## src/rtl/ex_wb_stage.sv

```systemverilog
// Purpose : EX->WB pipeline register that holds loads until memory returns data.
// Latency : ALU results write back 1 cycle after acceptance; loads write back 1 cycle after MEM_RDY.
// Backpr. : STALL is high for every cycle a load waits on memory; upstream holds its instruction.
//
// Ports:
//   clk, rst_n      - clock, asynchronous active-low reset
//   IN_VALID/IN_WC/IN_WE/IN_LOAD/IN_RES - instruction arriving from EX
//   MEM_RDY/MEM_DATA - memory read return (only looked at while a load waits)
//   FLUSH           - synchronous flush, overrides everything else
//   STALL           - upstream must hold (pure function of state)
//   WC/W_RB/WDATA   - registered writeback index / enable / data
//   STALL_CNT       - saturating count of stalled cycles
//
// Build option: define EX_WB_R0_SUPPRESS_EN to never assert W_RB for register 0.

module ex_wb_stage #(
  parameter int DW = 16
) (
  input  logic          clk,
  input  logic          rst_n,
  input  logic          IN_VALID,
  input  logic [3:0]    IN_WC,
  input  logic          IN_WE,
  input  logic          IN_LOAD,
  input  logic [DW-1:0] IN_RES,
  input  logic          MEM_RDY,
  input  logic [DW-1:0] MEM_DATA,
  input  logic          FLUSH,
  output logic          STALL,
  output logic [3:0]    WC,
  output logic          W_RB,
  output logic [DW-1:0] WDATA,
  output logic [7:0]    STALL_CNT
);

  typedef enum logic [1:0] {
    S_IDLE   = 2'd0,
    S_ALU    = 2'd1,
    S_WAIT   = 2'd2,
    S_LOADED = 2'd3
  } state_e;

  state_e        state_q, state_d;
  logic [3:0]    wc_q, wc_d;
  logic          w_rb_q, w_rb_d;
  logic [DW-1:0] wdata_q, wdata_d;
  logic [7:0]    stall_cnt_q, stall_cnt_d;

  logic          stall;
  logic          is_load;

  // A load only needs to wait for memory if it actually writes a register.
  assign is_load = IN_LOAD & IN_WE;

  // ---------------------------------------------------------------------------
  // State register (also holds the registered writeback outputs)
  // ---------------------------------------------------------------------------
  always_ff @(posedge clk or negedge rst_n) begin
    if (!rst_n) begin
      state_q     <= S_IDLE;
      wc_q        <= 4'd0;
      w_rb_q      <= 1'b0;
      wdata_q     <= '0;
      stall_cnt_q <= 8'd0;
    end else begin
      state_q     <= state_d;
      wc_q        <= wc_d;
      w_rb_q      <= w_rb_d;
      wdata_q     <= wdata_d;
      stall_cnt_q <= stall_cnt_d;
    end
  end

  // ---------------------------------------------------------------------------
  // Next-state logic
  // ---------------------------------------------------------------------------
  always_comb begin
    state_d = state_q;
    if (FLUSH) begin
      state_d = S_IDLE;
    end else if (state_q == S_WAIT) begin
      // Upstream is held, so IN_* is irrelevant until memory answers.
      state_d = MEM_RDY ? S_LOADED : S_WAIT;
    end else if (!IN_VALID) begin
      state_d = S_IDLE;
    end else if (is_load) begin
      state_d = S_WAIT;
    end else begin
      state_d = S_ALU;
    end
  end

  // ---------------------------------------------------------------------------
  // Output / datapath logic
  // ---------------------------------------------------------------------------
  always_comb begin
    wc_d        = wc_q;
    wdata_d     = wdata_q;
    w_rb_d      = 1'b0;
    stall_cnt_d = stall_cnt_q;

    // A flushed cycle is not counted as a stall; saturate rather than wrap.
    if (stall && !FLUSH && (stall_cnt_q != 8'hFF)) begin
      stall_cnt_d = stall_cnt_q + 8'd1;
    end

    if (!FLUSH) begin
      if (state_q == S_WAIT) begin
        if (MEM_RDY) begin
          wdata_d = MEM_DATA;
          w_rb_d  = 1'b1;
        end
      end else if (IN_VALID) begin
        // The index is captured immediately even for loads so the forward
        // unit can see which register is pending.
        wc_d = IN_WC;
        if (!is_load) begin
          wdata_d = IN_RES;
          w_rb_d  = IN_WE;
        end
      end
    end

`ifdef EX_WB_R0_SUPPRESS_EN
    // Register 0 is hardwired: never write it and never forward it.
    if (wc_d == 4'd0) begin
      w_rb_d = 1'b0;
    end
`endif
  end

  // STALL depends only on the current state, never directly on inputs.
  assign stall = (state_q == S_WAIT);

  assign STALL     = stall;
  assign WC        = wc_q;
  assign W_RB      = w_rb_q;
  assign WDATA     = wdata_q;
  assign STALL_CNT = stall_cnt_q;

endmodule

```

## config.mk

```make
export PLATFORM = sky130hd
export DESIGN_NAME = ex_wb_stage
export DESIGN_NICKNAME = d
export VERILOG_FILES = /design/src/rtl/ex_wb_stage.sv
export SDC_FILE = /design/constraint.sdc
export NUM_CORES = 1
export LEC_CHECK = 0
export ABC_CLOCK_PERIOD_IN_PS = 2350
export BUFFER_PORTS_ARGS = -buffer_cell sky130_fd_sc_hd__buf_2
export CAP_MARGIN = 20
export CORE_ASPECT_RATIO = 1.4
export CORE_MARGIN = 5
export CORE_UTILIZATION = 45
export DETAILED_ROUTE_END_ITERATION = 12
export GPL_TIMING_DRIVEN = 0
export HOLD_SLACK_MARGIN = 0.1
export PLACE_DENSITY = 0.82
export SLEW_MARGIN = 20
export SYNTH_ARGS = -nofsm -noshare
export SYNTH_HDL_FRONTEND = slang
export SYNTH_SLANG_ARGS = --single-unit
```

## constraint.sdc

```tcl
create_clock -name clk -period 2.35 [get_ports clk]
set_input_delay 0.235 -clock clk [delete_from_list [all_inputs] [get_ports clk]]
set_output_delay 0.235 -clock clk [all_outputs]
set_load 0.05 [all_outputs]
```

# Word-level counts from Yosys, hierarchy flattened
# Cells that the tools add are included.
[classes]
n_bitwise = 3
mux = 14
n_eq_ne = 4
n_addsub = 1
reduce_logical = 6
[ops]
columns = ["op", "n"]
rows = [
  ["16-bit two-way mux", 4],
  ["8-bit by 1-bit adder with 8-bit output, second input constant", 1],
  ["2-bit two-way mux", 4],
  ["8-bit != test, second input constant", 1],
  ["1-bit two-way mux", 6],
  ["2-bit != test, second input constant", 2],
  ["4-bit AND reduction", 1],
  ["3-bit AND reduction", 1],
  ["2-bit == test, second input constant", 1],
  ["1-bit logical AND", 2],
  ["1-bit NOT", 2],
  ["2-bit nonzero test", 1],
  ["1-bit bitwise AND", 1],
  ["1-bit zero test", 1],
]
[totals]
ff_bits = 31
inputBits = 43
elab_cells = 33
out_inout_bits = 30

# Logic depth before layout (Yosys ltp)
# Gate-level depths: netlist (run 1).
[logic_depth]
word_depth = 5
mapped_depth = 7
mapped_depth_nobuf = 5

# Worst setup path before layout (run 1)
# No wires, ideal clock.
[synth_path]
path_type = "register to register"
from = "register stall_cnt_q[0] (netlist: STALL_CNT[0])"
to = "register stall_cnt_q[6] (netlist: STALL_CNT[6])"
setup_ps = 125
slack_ps = 532
required_time_ps = 2225
stages_incl_launch_ff = 6
arrival_ps = 1693
synth_period_minus_slack_ps = 1818
n_path_buf = 0
path_cell_list = "dfrtp_1 -> ha_1 -> nand2_1 -> nor3_2 -> and4_1 -> mux2_2"
[synth_via]
elab_chain_cells = 2
elab_cells_between_ends = 3
cone_classes = "1 x add/sub; 1 x eq/ne; 1 x reduce/logical"
[synth_rtl]
columns = ["item", "line_no", "source"]
rows = [
  ["start: declaration", "47", "logic [7:0] stall_cnt_q, stall_cnt_d;"],
  ["start signal: assignment", "70", "stall_cnt_q <= stall_cnt_d;"],
  ["parallel branches: the longest is 2 deep, another holds 8-bit by 1-bit adder with 8-bit output", "-", ""],
]
# Parallel ways; which one is timed is not known.
# A chain may end at the register's enable or synchronous reset.

# Worst setup path in the final report (run 1)
[layout_path]
from = "register state_q[0]"
to = "output STALL"
[layout_via]
elab_chain_cells = 1
[layout_rtl]
columns = ["item", "line_no", "source"]
rows = [
  ["start: declaration", "43", "state_e state_q, state_d;"],
  ["start signal: assignment", "66", "state_q <= state_d;"],
  ["2-bit == test", "133", "assign stall = (state_q == S_WAIT);"],
  ["end: declaration", "29", "output logic STALL,"],
]
# No other way between the ends.

==> flow_summary.toml, run 1 <==
[hold_path]
holdPathStages = 2
min_from = "IN_WC[0]"
min_path_type = "in2reg"
hold_path_end = "WC[0]$_DFFE_PN0P_"

[critical_path]
path_class = "reg2out"
crit_slowest_cell = "dfrtp_1"
cp_cell_sequence = "nand2b_4, buf_4, inv_1, buf_4, buf_4, buf_2"
cp_slowest_stage_delay_ps = 400
required_ps = 2120
timing.rr.end = "STALL_CNT[6]$_DFFE_PN0P_"
ff2ff_setup_slack_ps = 750
crit_arrival_ps = 1770
reg2reg_depth = 5
reg2reg_from = "state_q[0]$_DFF_PN0_"
end_kind = "output pin"
cp_max_fo = 10
critPathLaunchType = "register"
cpMostUsedCell = "buf_4"

[logic_synthesis]
synth_cells = 146
ys_ff_latch = 31
netlist_top_cells_area = "dfrtp_1, nand2_1, a31oi_1"
synth_commonest_cells = "nand2_1, dfrtp_1, nor2_1"
synth-warning-count = 0
synth_fp_nets = 190
synth_edf_count = 0
syn_avg_cell_area_um2 = 9.93
synth_top_area_share_pct = 53.5
yosysSeqAreaShare_pct = 53.5
synth_area_um2 = 1450
ys.flop_type = "dfrtp_1"
async_flop_share_pct = 100
ys_types = 26
synth_top_area_cell = "dfrtp_1"
yosysMostFrequentCell = "nand2_1"

[routing]
drc = 0
routed_wl_mm = 3.35
wire_per_inst_um = 12.6
drt_iter0_markers = 49
via_count = 1338
dr.pass1.iters = 4
ant_nets = 0
vias_per_cell = 5.03

[timing]
layout_min_cycle_time_ps = 2000
fin_skew_ps = 3.03
fin_ws_ps = 348
finalSetupTns_ps = 0
hold_viol = 0
slew_headroom_pct = 56.7
finalSetupViolCount = 0
fmax_ghz = 0.500
post-route-period-util_pct = 85.2
worst_pin_slew_ps = 649
slew_viol_final = 0
rsz0062_at_grt = "false"

[die]
fp.coreArea_um2 = 3120
die_w_um = 58.0
die-area_um2 = 4470
die_h_um = 77.2
rows = 24
start_util_pct = 46.4
io_pins = 73

[power_and_ir_drop]
power_leakage_nw = 0.976
power.density_nw_per_um2 = 897
ir_drop_mv = 0.649

[cts]
htree_levels = 2
cts-resized-gates = 0
cts.path.max_buffers = 2
cts_tree = "built"
insertion_delay_ps = 270
clock_sinks = 31
root_buffer = "clkbuf_8"
numCtsBuffers = 5
path_clk_slew_ps = 60

[global_route]
gr-usage-met2_pct = 27.9
busiest_layer = "met2"
grt_use_total_pct = 16.1
antenna_found_initial = 0
grt_pass1_vias = 1306
met1_usage_pct = 17.6
grt_max_degree = 32
overflow = 0
met3_usage_pct = 5.38
grt_first_pass_wirelength_mm = 5.59

[finish]
syn2layout_area_growth_pct = 34.5
nets = 270
layout-drive-gt1-share_pct = 43.2
diodes = 0

[placed_design]
dp_hpwl_mm = 2.75
place_worst_setup_slack_ps = 638
gp_congestion = 0.782
io_buffers = 72

[run_status]
status = "finished, final reports clean"

[job]
drv_cap = 0
-- routing by layer --
| metal | vias to the layer above | wire (um) |
|---|---|---|
| li1 | 655 | - |
| met1 | 623 | 1240 |
| met2 | 56 | 1770 |
| met3 | 4 | 307 |
| met4 | 0 | 23 |
| met5 | - | 0 |
-- layout make-up --
cell class | instances | area, um^2
Timing Repair Buffer | 73 | 370
Tap cell | 39 | 48.8
Sequential cell | 31 | 776
Multi-Input combinational cell | 106 | 611
Buffer | 7 | 56.3
Clock buffer | 7 | 76.3
Fill cell | 288 | 1170
Clock inverter | 1 | 5.00
Inverter | 2 | 7.51
-- state kept, by name (all words and copies together) (netlist names) --
signal     cells
state_q        2
WC             4
WDATA         16
W_RB           1
STALL_CNT      8
-- what timing repair did --
| action | CTS | global route |
|---|---|---|
| hold buffers | 1 | 0 |
| endpoints found under the hold margin | 31 | 0 |
| setup buffers | 0 | 0 |
-- kinds of logic after synthesis --
group / share of synthesized area (%)
flops: 53.5
simple gates: 22.7
mux: 5.44
buf+inv: 4.40
xor+xnor: 2.42
compound gates: 10.7
fa+ha+maj: 0.863
-- stage by stage --
stage / hold slack (ps) / total power, W / std cells / cell area [um^2] / utilization, %
floorplan: -60.6 / 0.00120 / 146 / 1450 / -
global placement: 317 / 0.00138 / 257 / 1860 / 59.5
detailed placement: 303 / 0.00139 / 257 / 1860 / 59.5
CTS: 187 / 0.00178 / 266 / 1950 / 62.5
global route: 180 / 0.00185 / 266 / 1950 / 62.5
finish: 195 / 0.00175 / 266 / 1950 / 62.5
-- how the worst max path moves through the flow --
stage               depth (start not counted)  slack [ps]                        to                startpoint
floorplan                                   5         530  STALL_CNT[6]$_DFFE_PN0P_  STALL_CNT[0]$_DFFE_PN0P_
global placement                            6         640                     STALL      state_q[0]$_DFF_PN0_
detailed placement                          6         640                     STALL      state_q[0]$_DFF_PN0_
CTS                                         6         330                     STALL      state_q[0]$_DFF_PN0_
global route                                6         250                     STALL      state_q[0]$_DFF_PN0_
finish                                      6         350                     STALL      state_q[0]$_DFF_PN0_
-- cells in the final DEF (no fill, tap or decap) --
cell           Yosys  routed
buf_2              0      72
nand2_1           37      37
dfrtp_1           31      31
nor2_1            20      20
a31oi_1           16      16
mux2_2             7       7
clkbuf_8           0       5
buf_4              4       4
a21oi_1            4       4
clkbuf_1           1       3
nand3_1            3       3
inv_1              2       2
nor3_1             2       2
buf_6              2       2
nand4_1            2       2
xor2_1             2       2
xnor2_1            2       2
nand2b_4           1       1
a21bo_2            1       1
nor3b_1            1       1
a211oi_4           1       1
nor3b_4            1       1
nor3b_2            1       1
nor3_2             1       1
and4_1             1       1
or2_2              1       1
o21ai_0            1       1
ha_1               1       1
clkinv_2           0       1
dlygate4sd3_1      0       1
-- worst max-delay path, delay by kind of cell (launching register included) --
family | cells | cell delay (ps)
flip-flops | 1 | 400
AND/OR/NAND/NOR | 1 | 160
buffers and inverters | 5 | 940
-- power breakdown --
| part | switching (W) | internal (W) | total (W) |
|---|---|---|---|
| Combinational | 0.000493 | 0.000180 | 0.000673 |
| Sequential | 0.0000673 | 0.000632 | 0.000699 |
| Clock | 0.000171 | 0.000207 | 0.000378 |
| Total | 0.000731 | 0.00102 | 0.00175 |
No activity file was read; power rests on OpenSTA's default activity.
==> run 2: changes to the inputs <==
- ABC_CLOCK_PERIOD_IN_PS: 2350 -> 2020
- BUFFER_PORTS_ARGS: -buffer_cell sky130_fd_sc_hd__buf_2 -> default
- CORE_MARGIN: 5 -> default
- DONT_BUFFER_PORTS: default -> 1
- PLACE_DENSITY: 0.82 -> 0.63
- clock period: 2.35 -> 2.02 ns (I/O delays scaled with it)
==> run 2 against run 1 <==
Net effect: setup slack got worse by 270 ps; via count decreased by 4.1%; combinational power shrank 51%; highest routed layer unchanged; wire length increased by 17%.
==> flow_summary.toml, run 2 (synthesized netlist as in run 1, its figures left out) <==
[run_status]
status = "finished, final reports clean"

[cts]
cts.path.max_buffers = 2
htree_levels = 2
clock_sinks = 31
cts_tree = "built"
numCtsBuffers = 5
path_clk_slew_ps = 60
root_buffer = "clkbuf_8"
insertion_delay_ps = 280

[power_and_ir_drop]
pwr-share-clk_pct = 25.1
pwr-share-seq_pct = 59.2
p_sw_w = 0.000859
combinationalPowerShare_pct = 15.7
power_leakage_nw = 0.872
swShare_pct = 41.1
p_int_w = 0.00123
ir_drop_mv = 0.755
power.density_nw_per_um2 = 1030

[hold_path]
min_from = "MEM_RDY"
min_path_type = "in2reg"
hold_path_end = "W_RB$_DFF_PN0_"
holdPathStages = 2

[die]
fp.coreArea_um2 = 3090
die_h_um = 69.2
die-area_um2 = 3460
io_pins = 73
die_w_um = 50.0
rows = 24
start_util_pct = 46.9

[timing]
layout_min_cycle_time_ps = 1940
slew_viol_final = 0
worst_pin_slew_ps = 588
fin_skew_ps = 3.36
hold_viol = 0
post-route-period-util_pct = 96.2
slew_headroom_pct = 60.8
rsz0062_at_grt = "false"
holdWs_ps = 99.4
finalSetupViolCount = 0
fin_ws_ps = 75.9
fmax_ghz = 0.514
finalSetupTns_ps = 0

[global_route]
antenna_found_initial = 0
grt_first_pass_wirelength_mm = 6.52
grt_pass1_vias = 1408
overflow = 0
grt_max_degree = 32
grt_use_total_pct = 25.5

[routing]
dr.pass1.iters = 4
routed_wl_mm = 3.93
vias_per_cell = 5.46
via_count = 1283
ant_nets = 0
wire_per_inst_um = 16.7
drt_iter0_markers = 37
drc = 0

[critical_path]
cp_cell_sequence = "nand2b_4, a211oi_4, buf_6, nor2_1, a31oi_1, dlygate4sd3_1"
crit_arrival_ps = 2160
crit_family = "buffers and inverters"
timing.rr.end = "WDATA[1]$_DFFE_PN0P_"
critPathLaunchType = "register"
reg2reg_depth = 6
end_kind = "register"
ff2ff_setup_slack_ps = 80
crit_slowest_cell = "dlygate4sd3_1"
required_ps = 2230
reg2reg_from = "state_q[0]$_DFF_PN0_"
path_buf_inv = 2
cp_slowest_stage_delay_ps = 580
path_class = "reg2reg"
cp_max_fo = 6

[job]
drv_cap = 0

[finish]
layout.cells.most_common_list = "dlygate4sd3_1, nand2_1, dfrtp_1"
diodes = 0
layout-drive-gt1-share_pct = 16.8
largest_reg_flops = 16
syn2layout_area_growth_pct = 39.9
nets = 239
layout.cells.most_common = "dlygate4sd3_1"

[placed_design]
dp_hpwl_mm = 2.38
place_worst_setup_slack_ps = 58.6
io_buffers = 0
gp_congestion = 0.730
run 2: changes by cell type in the layout (fill, tap and decap cells not counted), sizes merged:
| cell | before | now |
|---|---|---|
| clkinv | 1 | 0 |
| dlygate4sd3 | 1 | 39 |
| clkbuf | 8 | 9 |
| buf | 78 | 9 |
run 2: how the worst max path moves through the flow:
stage	start	end	slack (ps)	depth (start not counted)
detailed placement	STALL_CNT[0]$_DFFE_PN0P_	STALL_CNT[6]$_DFFE_PN0P_	60	5
global route	state_q[0]$_DFF_PN0_	WDATA[10]$_DFFE_PN0P_	1	7
CTS	state_q[1]$_DFF_PN0_	WDATA[1]$_DFFE_PN0P_	30	6
finish	state_q[0]$_DFF_PN0_	WDATA[1]$_DFFE_PN0P_	80	6
floorplan	STALL_CNT[0]$_DFFE_PN0P_	STALL_CNT[6]$_DFFE_PN0P_	200	5
global placement	STALL_CNT[0]$_DFFE_PN0P_	STALL_CNT[6]$_DFFE_PN0P_	100	5
run 2: cell type report:
class | instances | area [um^2]
Timing Repair Buffer | 42 | 425
Tap cell | 39 | 48.8
Clock buffer | 8 | 100
Buffer | 7 | 57.6
Sequential cell | 31 | 778
Fill cell | 238 | 1060
Inverter | 2 | 7.51
Multi-Input combinational cell | 106 | 611
run 2: metal layers:
| metal | wire, um | global-route usage [%] | up-vias |
|---|---|---|---|
| met3 | 314 | 8.99 | 7 |
| li1 | - | - | 593 |
| met4 | 78 | 9.84 | 0 |
| met1 | 1360 | 26.1 | 621 |
| met5 | 0 | 0 | - |
| met2 | 2180 | 45.9 | 62 |
run 2: repair_timing:
item / CTS / global route
hold buffers: 40 / 0
hold endpoints to repair: 53 / 0
resized for setup: 0 / 4
setup buffers: 0 / 2
setup endpoints to repair: 0 / 8
run 2: power by group through the flow:
stage                     combinational (W)  clock [W]  sequential (W)
after floorplan                    0.000175          0         0.00122
after global placement             0.000197          0         0.00124
after detailed placement           0.000207          0         0.00125
after CTS                          0.000312   0.000534         0.00123
after global routing               0.000365   0.000554         0.00126
final                              0.000328   0.000524         0.00124
run 2: stage by stage:
step | utilization [%] | area [um^2] | cells | total power, W
after floorplan | - | 1450 | 146 | 0.00139
after global placement | 48.5 | 1500 | 185 | 0.00144
after detailed placement | 48.5 | 1500 | 185 | 0.00145
after CTS | 65.0 | 2010 | 233 | 0.00208
after global routing | 65.6 | 2030 | 235 | 0.00217
final | 65.6 | 2030 | 235 | 0.00209
